File: src/rtl/wm_pkg.sv
// Shared definitions for the washing-machine controller and its status monitor:
// stage codes, monitor FSM encodings and stage classification helpers.
package wm_pkg;

  localparam logic [2:0] ST_IDLE  = 3'd0;
  localparam logic [2:0] ST_FILL  = 3'd1;
  localparam logic [2:0] ST_WASH  = 3'd2;
  localparam logic [2:0] ST_RINSE = 3'd3;
  localparam logic [2:0] ST_SPIN  = 3'd4;
  localparam logic [2:0] ST_DONE  = 3'd5;

  typedef enum logic [1:0] {
    LK_UNLOCKED     = 2'd0,
    LK_LOCKED       = 2'd1,
    LK_RELEASE_WAIT = 2'd2
  } lock_state_e;

  typedef enum logic {
    BZ_QUIET = 1'b0,
    BZ_BUZZ  = 1'b1
  } buzz_state_e;

  // Drum-active stages: FILL through SPIN.
  function automatic logic is_active(input logic [2:0] s);
    return (s >= ST_FILL) && (s <= ST_SPIN);
  endfunction

  // Codes 6 and 7 are never produced by a healthy controller.
  function automatic logic is_legal(input logic [2:0] s);
    return s <= ST_DONE;
  endfunction

endpackage

File: src/rtl/wm_tick_gen.sv
// Enable-gated prescaler. Counts 0..TICK_DIV-1 while en=1 and emits a one-cycle
// tick on the wrap edge. The count is frozen (not cleared) while en=0, so a
// supply dropout does not lose the partial tick period.
module wm_tick_gen #(
  parameter int TICK_DIV = 10
) (
  input  logic clk,
  input  logic rst,
  input  logic en,
  output logic tick
);

  localparam int CW = (TICK_DIV > 2) ? $clog2(TICK_DIV) : 1;
  localparam logic [CW-1:0] LAST = CW'(TICK_DIV - 1);

  logic [CW-1:0] cnt_q;

  assign tick = en && (cnt_q == LAST);

  // Prescaler count, wraps on tick, holds while disabled.
  always_ff @(posedge clk or negedge rst) begin
    if (!rst) begin
      cnt_q <= '0;
    end else if (en) begin
      cnt_q <= tick ? '0 : cnt_q + 1'b1;
    end
  end

endmodule

File: src/rtl/wash_status_monitor.sv
// Washing-machine status monitor: follows the controller stage code, times each
// stage, drives the door lock and completion buzzer, and flags timeouts or
// illegal codes with a sticky fault.
//
// Lock FSM
//   state        | meaning
//   UNLOCKED     | door free, drum idle
//   LOCKED       | drum in an active stage
//   RELEASE_WAIT | drum stopped, counting UNLOCK_DELAY ticks before release
// Buzz FSM
//   state        | meaning
//   QUIET        | buzzer off (unless fault)
//   BUZZ         | completion pattern, on for even tick index, off for odd
module wash_status_monitor
  import wm_pkg::*;
#(
  parameter int TICK_DIV      = 10,
  parameter int STAGE_TIMEOUT = 50,
  parameter int UNLOCK_DELAY  = 4,
  parameter int BUZZ_TICKS    = 8
) (
  input  logic        clk,
  input  logic        rst,
  input  logic        supply,
  input  logic [2:0]  stage,
  output logic        stage_changed,
  output logic [15:0] elapsed,
  output logic        door_lock,
  output logic        buzzer,
  output logic        fault,
  output logic        done
);

  localparam int RW = $clog2(UNLOCK_DELAY + 1);
  localparam int BW = $clog2(BUZZ_TICKS + 1);
  localparam logic [RW-1:0] REL_LAST  = RW'(UNLOCK_DELAY - 1);
  localparam logic [BW-1:0] BUZZ_LAST = BW'(BUZZ_TICKS - 1);
  localparam logic [15:0]   TIMEOUT   = 16'(STAGE_TIMEOUT);

  logic [2:0]  stage_q;
  logic        stage_changed_q;
  logic [15:0] elapsed_q, elapsed_d;
  logic        fault_q, fault_d;
  logic        done_q;
  logic        chg;
  logic        tick;

  lock_state_e   lock_q;
  logic [RW-1:0] rel_cnt_q;
  logic          door_lock_q;

  buzz_state_e   buzz_q;
  logic [BW-1:0] bidx_q;
  logic          buzzer_q;

  wm_tick_gen #(.TICK_DIV(TICK_DIV)) u_tick (
    .clk  (clk),
    .rst  (rst),
    .en   (supply),
    .tick (tick)
  );

  assign chg = supply && (stage != stage_q);

  // Elapsed counter and sticky fault next-state; everything freezes without supply.
  always_comb begin
    elapsed_d = elapsed_q;
    if (chg) begin
      elapsed_d = '0;
    end else if (tick && (elapsed_q != 16'hFFFF)) begin
      elapsed_d = elapsed_q + 16'd1;
    end

    fault_d = fault_q;
    if (supply) begin
      if (!is_legal(stage) || (is_active(stage_q) && (elapsed_d >= TIMEOUT))) begin
        fault_d = 1'b1;
      end else if (stage_q == ST_IDLE) begin
        fault_d = 1'b0;
      end
    end
  end

  // Stage register, change pulse, elapsed, fault and done flags.
  always_ff @(posedge clk or negedge rst) begin
    if (!rst) begin
      stage_q         <= ST_IDLE;
      stage_changed_q <= 1'b0;
      elapsed_q       <= '0;
      fault_q         <= 1'b0;
      done_q          <= 1'b0;
    end else begin
      if (supply) begin
        stage_q <= stage;
      end
      stage_changed_q <= chg;
      elapsed_q       <= elapsed_d;
      fault_q         <= fault_d;
      done_q          <= (stage_q == ST_DONE);
    end
  end

  // Door-lock FSM with registered lock drive; fault always holds the door shut.
  always_ff @(posedge clk or negedge rst) begin
    if (!rst) begin
      lock_q      <= LK_UNLOCKED;
      rel_cnt_q   <= '0;
      door_lock_q <= 1'b0;
    end else if (supply) begin
      case (lock_q)
        LK_UNLOCKED: begin
          if (is_active(stage_q)) begin
            lock_q      <= LK_LOCKED;
            door_lock_q <= 1'b1;
          end else begin
            door_lock_q <= fault_d;
          end
        end
        LK_LOCKED: begin
          door_lock_q <= 1'b1;
          if ((stage_q == ST_DONE) || (stage_q == ST_IDLE)) begin
            lock_q    <= LK_RELEASE_WAIT;
            rel_cnt_q <= '0;
          end
        end
        LK_RELEASE_WAIT: begin
          door_lock_q <= 1'b1;
          if (is_active(stage_q)) begin
            lock_q <= LK_LOCKED;
          end else if (tick) begin
            if (rel_cnt_q == REL_LAST) begin
              lock_q      <= LK_UNLOCKED;
              door_lock_q <= fault_d;
            end else begin
              rel_cnt_q <= rel_cnt_q + 1'b1;
            end
          end
        end
        default: begin
          lock_q      <= LK_UNLOCKED;
          door_lock_q <= fault_d;
        end
      endcase
    end
  end

  // Completion-buzz FSM; no supply silences the buzzer (even under fault) and
  // freezes the pattern position.
  always_ff @(posedge clk or negedge rst) begin
    if (!rst) begin
      buzz_q   <= BZ_QUIET;
      bidx_q   <= '0;
      buzzer_q <= 1'b0;
    end else if (!supply) begin
      buzzer_q <= 1'b0;
    end else if (chg) begin
      if (stage == ST_DONE) begin
        buzz_q   <= BZ_BUZZ;
        bidx_q   <= '0;
        buzzer_q <= 1'b1;
      end else begin
        buzz_q   <= BZ_QUIET;
        buzzer_q <= fault_d;
      end
    end else begin
      case (buzz_q)
        BZ_BUZZ: begin
          if (tick) begin
            if (bidx_q == BUZZ_LAST) begin
              buzz_q   <= BZ_QUIET;
              buzzer_q <= fault_d;
            end else begin
              bidx_q   <= bidx_q + 1'b1;
              buzzer_q <= fault_d | bidx_q[0];
            end
          end else begin
            buzzer_q <= fault_d | ~bidx_q[0];
          end
        end
        default: begin
          buzz_q   <= BZ_QUIET;
          buzzer_q <= fault_d;
        end
      endcase
    end
  end

  assign stage_changed = stage_changed_q;
  assign elapsed       = elapsed_q;
  assign door_lock     = door_lock_q;
  assign buzzer        = buzzer_q;
  assign fault         = fault_q;
  assign done          = done_q;

endmodule

File: config.mk
export PLATFORM = sky130hd
export DESIGN_NAME = wash_status_monitor
export DESIGN_NICKNAME = d
export VERILOG_FILES = /design/src/rtl/wm_pkg.sv /design/src/rtl/wm_tick_gen.sv /design/src/rtl/wash_status_monitor.sv
export SDC_FILE = /design/constraint.sdc
export NUM_CORES = 1
export LEC_CHECK = 0
export ABC_AREA = 1
export BUFFER_PORTS_ARGS = -buffer_cell sky130_fd_sc_hd__buf_2
export CAP_MARGIN = 30
export CORE_UTILIZATION = 30
export CTS_BUF_LIST = sky130_fd_sc_hd__clkbuf_4 sky130_fd_sc_hd__clkbuf_8
export DETAILED_ROUTE_END_ITERATION = 10
export PLACE_DENSITY = 0.46
export REMOVE_ABC_BUFFERS = 1
export SLEW_MARGIN = 25
export SYNTH_ARGS = -nofsm -noshare
export SYNTH_HDL_FRONTEND = slang
export SYNTH_HIERARCHICAL = 1
export SYNTH_SLANG_ARGS = --single-unit
File: constraint.sdc
create_clock -name clk -period 4.8 [get_ports clk]
set_clock_uncertainty 0.15 [all_clocks]
set_input_delay 0.96 -clock clk [delete_from_list [all_inputs] [get_ports clk]]
set_output_delay 0.96 -clock clk [all_outputs]
set_load 0.02 [all_outputs]
; ---- After elaboration in Yosys (flattened, before gate mapping)
; Cells that the tools add are included.
; Widths: inputs -> output; s select.
[classes]
n_bitwise = 3
add_sub_neg = 4
mul = 0
order_cmp = 4
n_div = 0
mux = 38
n_eq_ne = 18
n_shift = 0
reduce_logical = 16
[op_table]
columns = op, count
row1 = $mux 16, 2
row2 = $mux 4, 6
row3 = $mux 1, 18
row4 = $add 16x1->16 const B, 1
row5 = $ge 16x6->1 const B, 1
row6 = $ne 16x16->1 const B, 1
row7 = $mux 3, 4
row8 = $ne 2x2->1 const B, 6
row9 = $mux 2, 5
row10 = $reduce_and 5->1, 2
row11 = $add 4x1->4 const B, 2
row12 = $eq 3x3->1 const B, 2
row13 = $le 3x3->1 const B, 2
row14 = $ne 3x3->1 const B, 2
row15 = $pmux 2 s3, 1
row16 = $pmux 3 s2, 1
row17 = $reduce_and 6->1, 1
row18 = $reduce_bool 2->1, 3
row19 = $logic_and 1x1->1, 5
row20 = $eq 4x3->1 const B, 1
row21 = $eq 4x4->1 const B, 1
row22 = $add 3x1->3 const B, 1
row23 = $eq 3x2->1 const B, 1
row24 = $ge 3x1->1 const B, 1
row25 = other kinds (11), 13
[totals]
rom_bits = 0
out_inout_bits = 21
inputBits = 6
regBits = 38
mem_count = 0
ram_bits = 0
latchBits = 0

; ---- Longest topological paths before layout
[logic_depth]
depth_word = 16
ltp_mapped = 19
ltp_nobuf = 19

; ---- Hierarchy
; Netlist, hierarchy kept.
[by_module_without_submodules]
columns = module, area_per_inst_um2, n_inst, cells_per_inst, seq_area_each_um2
row1 = wash_status_monitor, 2169.6, 1, 300, 850.8
row2 = wm_tick_gen, 224.0, 1, 27, 100.1

; ---- Least setup slack after synthesis
; No wires, ideal clock.
[synth_path]
path_type = input -> register
startpoint = input port supply
endpoint = register door_lock_q (netlist: door_lock)
setup_time_ps = 113
slack_ps = 2202
required_ps = 4537
path_stages = 15
arrival_ps = 2336
n_path_buf = 2
path_cell_list = nand2_1 > nor2_4 > buf_4 > inv_1 > nor2_4 > buf_6 > nand3_1 > nand3_1 > nand2_1 > a21oi_1 > nand2_1 > nand2_2 > nand3_1 > nand2_1 > inv_1
[synth_via]
elab_chain_cells = 13
word_cells_on_any_way = 15
[synth_rtl]
columns = element, line_no
row1 = "start, declared", wash_status_monitor.sv:24  ; input logic supply,
row2 = $logic_and 1x1->1 *, wm_tick_gen.sv:18  ; assign tick = en && (cnt_q == LAST);
row3 = via tick, wash_status_monitor.sv:46  ; logic tick;
row4 = $logic_and 1x1->1, wash_status_monitor.sv:70  ; end else if (tick && (elapsed_q != 16'hFFFF)) begin
row5 = $mux 16, wash_status_monitor.sv:70
row6 = $mux 16, wash_status_monitor.sv:68  ; if (chg) begin
row7 = $ge 16x6->1, wash_status_monitor.sv:76  ; if (!is_legal(stage) || (is_active(stage_q) && (elapsed_d >= TIMEOUT))) begin
row8 = $logic_and 1x1->1, wash_status_monitor.sv:76
row9 = $logic_or 1x1->1, wash_status_monitor.sv:76
row10 = $mux 1, wash_status_monitor.sv:76
row11 = $mux 1, wash_status_monitor.sv:75  ; if (supply) begin
row12 = $mux 1, wash_status_monitor.sv:131  ; if (rel_cnt_q == REL_LAST) begin
row13 = $mux 1, wash_status_monitor.sv:130  ; end else if (tick) begin
row14 = $mux 1, wash_status_monitor.sv:128  ; if (is_active(stage_q)) begin
row15 = $pmux 1 s3 *, wash_status_monitor.sv:110  ; case (lock_q)
row16 = "end signal, assigned", wash_status_monitor.sv:116  ; door_lock_q <= fault_d;
row17 = "end signal, assigned", wash_status_monitor.sv:133  ; door_lock_q <= fault_d;
row18 = "end signal, assigned", wash_status_monitor.sv:141  ; door_lock_q <= fault_d;
row19 = "end, declared", wash_status_monitor.sv:50  ; logic door_lock_q;
; The timed path passes the listed nets; every way through them passes the cells marked *.
; A chain may end at the register's enable or synchronous reset.

; ---- Worst setup path after layout
[layout_path]
startpoint = input port supply
endpoint = register buzzer_q (netlist: buzzer)
[layout_via]
elab_chain_cells = 15
word_cells_on_any_way = 18
[layout_rtl]
columns = element, line_no
row1 = $logic_and 1x1->1 *, wm_tick_gen.sv:18
row2 = via tick, wash_status_monitor.sv:46
row3 = $logic_and 1x1->1, wash_status_monitor.sv:70
row4 = $mux 16, wash_status_monitor.sv:70
row5 = $mux 16, wash_status_monitor.sv:68
row6 = $ge 16x6->1, wash_status_monitor.sv:76
row7 = $logic_and 1x1->1, wash_status_monitor.sv:76
row8 = $logic_or 1x1->1, wash_status_monitor.sv:76
row9 = $mux 1, wash_status_monitor.sv:76
row10 = $mux 1, wash_status_monitor.sv:75
row11 = $or 1x1->1, wash_status_monitor.sv:174  ; buzzer_q <= fault_d | bidx_q[0];
row12 = $mux 1, wash_status_monitor.sv:169  ; if (bidx_q == BUZZ_LAST) begin
row13 = $mux 1, wash_status_monitor.sv:168  ; if (tick) begin
row14 = $mux 1, wash_status_monitor.sv:166  ; case (buzz_q)
row15 = $mux 1 *, wash_status_monitor.sv:156  ; end else if (chg) begin
row16 = $mux 1 *, wash_status_monitor.sv:154  ; end else if (!supply) begin
row17 = "end signal, assigned", wash_status_monitor.sv:163  ; buzzer_q <= fault_d;
row18 = "end signal, assigned", wash_status_monitor.sv:171  ; buzzer_q <= fault_d;
row19 = "end signal, assigned", wash_status_monitor.sv:174
row20 = "end, declared", wash_status_monitor.sv:54  ; logic buzzer_q;
; Marks and branches as above.

==> results_dict.tcl <==
set metrics [dict create \
    die_w_microns 91.3 \
    cp.arrival_ps 3070 \
    critical_path_buf_inv_count 3 \
    postRouteAntennaNets 0 \
    swShare 0.374 \
    hpwl_microns 4080 \
    place_inst 451 \
    cp-start-kind "primary input" \
    yosys_warnings 6 \
    port_buffers 26 \
    drt_iter0_markers 71 \
    synth_top_area_frac 0.397 \
    power.density_nw_per_um2 361 \
    period_needed_ps 3040 \
    synthesis.area_sq_um 2390 \
    use_met1 0.193 \
    die_area_sq_um 8340 \
    fp-row-count 32 \
    antennaDiodeCount 0 \
    drive_above_1_share 0.154 \
    status "complete, no violations" \
    wl_microns 5650 \
    coreArea_sq_um 7730 \
    use_met3 0.0260 \
    synth_flop_cell "dfrtp_1" \
    intPower_uw 614 \
    crit_type "in -> reg" \
    ios 27 \
    cts_max_level 2 \
    nets 368 \
    drc 0 \
    clkPwrFrac 0.241 \
    hp-class "reg -> reg" \
    cp_slowest_cell "nor2_4" \
    yosysMostFrequentCell "nand2_1" \
    synthTopCellsByCount "nand2_1, inv_1, dfrtp_1" \
    place_congestion 0.769 \
    grt_max_degree 39 \
    antenna_found_initial 0 \
    grt_util_met2 0.246 \
    worstSetupEndpointType "flip-flop" \
    drtPass1Iterations 4 \
    setup_viol 0 \
    cts_tree "done" \
    num_vias 2080 \
    grt_pass1_wl_microns 9760 \
    synth_edf_count 0 \
    cts_setup_buffers 0 \
    cp.required_ps 4830 \
    grt_most_used_layer "met2" \
    slowest_delay_ps 360 \
    finalSetupTns_ps 0 \
    cp_common_cell "nand2_1" \
    nFillCells 824 \
    rsz0062_at_grt "no" \
    synth_seq_cells 38 \
    cpLargestDelayFamily "simple AND/OR/NAND/NOR gates" \
    r2r_setup_slack_ps 2170 \
    grt_usage 0.147 \
    wl_per_cell_microns 12.3 \
    slew_headroom 0.595 \
    ir_drop_v 0.000171 \
    cts_resized 0 \
    slew_violations 0 \
    area_growth_pct 13.4 \
    seqPwrFrac 0.454 \
    syn_inst 327 \
    crit_chain "buf_2, nand2_1, nor2_4, inv_1, nor2_4, nand2_1, o21ai_1, nor2_1, a21oi_1, nand2_1, nand2_2, nand3_1, nand2_1, inv_1" \
    finalHoldViolCount 0 \
    p_sw_uw 366 \
    viasPerCell 4.53 \
    synth_top_area_cell "dfrtp_1" \
    cap_viol_max_count 0 \
    clock_path_buffers 2 \
    worst-slew-pin-transition_ps 600 \
    dieHeight_microns 91.3 \
    cts_root_buf "clkbuf_8" \
    seq_area_frac_synth 0.397 \
    start_util 0.310 \
    cts_buffers 5 \
    clkTransAtPathRegs_ps 80 \
    cts_sinks 38 \
    synthArstFlopShare 1.00 \
    grt_pass1_vias 2097 \
    yosys.cell_types.count 33 \
    gr-total-overflow 0 \
    clock_latency_ps 280 \
    period_share 0.634 \
    synthTopCellsByArea "dfrtp_1, nand2_1, inv_1" \
    fmax_ghz 0.329 \
    fin_cells 459 \
    combinationalPowerShare 0.305 \
    crit_fanout 20 \
    postCtsHoldBufs 0 \
    avgSynthCellArea_sq_um 7.32 \
    power.leakage_uw 0.00142 \
]
## registers in the layout, indices dropped and copies added (netlist names), 2 cells and up
register / count
rel_cnt_q: 3
bidx_q: 4
stage_q: 3
lock_q: 2
u_tick/cnt_q: 4
elapsed: 16
## power by group through the flow
stage          Clock (uW)  Sequential, uW  Combinational, uW
3_5_place_dp            0             450                303
3_3_place_gp            0             452                302
6_report              237             445                299
4_1_cts               252             445                303
5_1_grt               260             455                350
2_1_floorplan           0             462                200
## cell families (layout without fill, tap and decap cells)
logic type	Yosys count	after routing	share of synthesized area
compound gates	38	38	0.0936
fa+ha+maj	6	6	0.0314
flops	38	38	0.397
buf+inv	61	91	0.103
simple gates	174	174	0.338
xor+xnor	10	10	0.0366
## layout make-up
type	count	area (sq um)	share of cell area
clock inverter	1	5.00	0.00184
timing repair buffer	26	133	0.0488
sequential	38	951	0.350
multi-input combinational	228	1190	0.440
tap	102	128	0.0470
inverter	57	214	0.0788
clock buffer	7	90.1	0.0332
## through the flow
stage | total power (uW) | utilization | hold slack, ps | setup slack, ps | area (sq um)
floorplan | 662 | - | 303 | 2160 | 2360
global placement | 754 | 0.339 | 327 | 1510 | 2620
detailed placement | 753 | 0.339 | 334 | 1420 | 2620
CTS | 1000 | 0.351 | 352 | 1730 | 2710
global route | 1070 | 0.351 | 370 | 1450 | 2720
finish | 981 | 0.351 | 351 | 1760 | 2720
## worst register-to-register path: stages, from the launching register on
cell and delay [ps]:
dfrtp_1 410, inv_1 60, ha_1 130, nand2_1 80, nor2_4 320, inv_1 220
nor2_4 360, nand2_1 90, o21ai_1 130, nor2_1 80, a21oi_1 170, nand2_1 90
nand2_2 80, nand3_1 60, nand2_1 60, inv_1 40
## layout by cell type (no fill, tap or decap), types with 3 or more instances in the layout
master | Yosys | layout
nand2_1 | 90 | 90
inv_1 | 53 | 53
dfrtp_1 | 38 | 38
nor2_1 | 28 | 28
buf_2 | 0 | 25
nand3_1 | 23 | 23
o21ai_0 | 13 | 13
a21oi_1 | 12 | 12
nand4_1 | 8 | 8
nand2_2 | 6 | 6
xor2_1 | 6 | 6
ha_1 | 6 | 6
clkbuf_8 | 0 | 6
nor2_4 | 5 | 5
xnor2_1 | 4 | 4
nor3_1 | 4 | 4
inv_2 | 3 | 3
nand2_4 | 3 | 3
o21ai_1 | 3 | 3
nor3b_1 | 3 | 3
o31ai_1 | 3 | 3
## metal layers
layer  routed length [microns]  part of all wire
met4                        40            0.0071
met1                      2810              0.50
met3                       198             0.035
met2                      2600              0.46
met5                         0                 0
## path summary, 6_finish.rpt
| check | from | endpoint | depth (start not counted) |
|---|---|---|---|
| setup / recovery | supply | buzzer$_DFF_PN0_ | 14 |
| hold / removal | rel_cnt_q[2]$_DFFE_PN0P_ | rel_cnt_q[2]$_DFFE_PN0P_ | 2 |
| setup reg to reg | u_tick/cnt_q[1]$_DFFE_PN0P_ | buzzer$_DFF_PN0_ | 15 |
| hold reg to reg | rel_cnt_q[2]$_DFFE_PN0P_ | rel_cnt_q[2]$_DFFE_PN0P_ | 2 |
| max in group asynchronous | rst | bidx_q[1]$_DFFE_PN0P_ | 1 |
| min in group asynchronous | rst | elapsed[14]$_DFF_PN0_ | 1 |
Note: power is estimated with default switching activity, not from simulation.
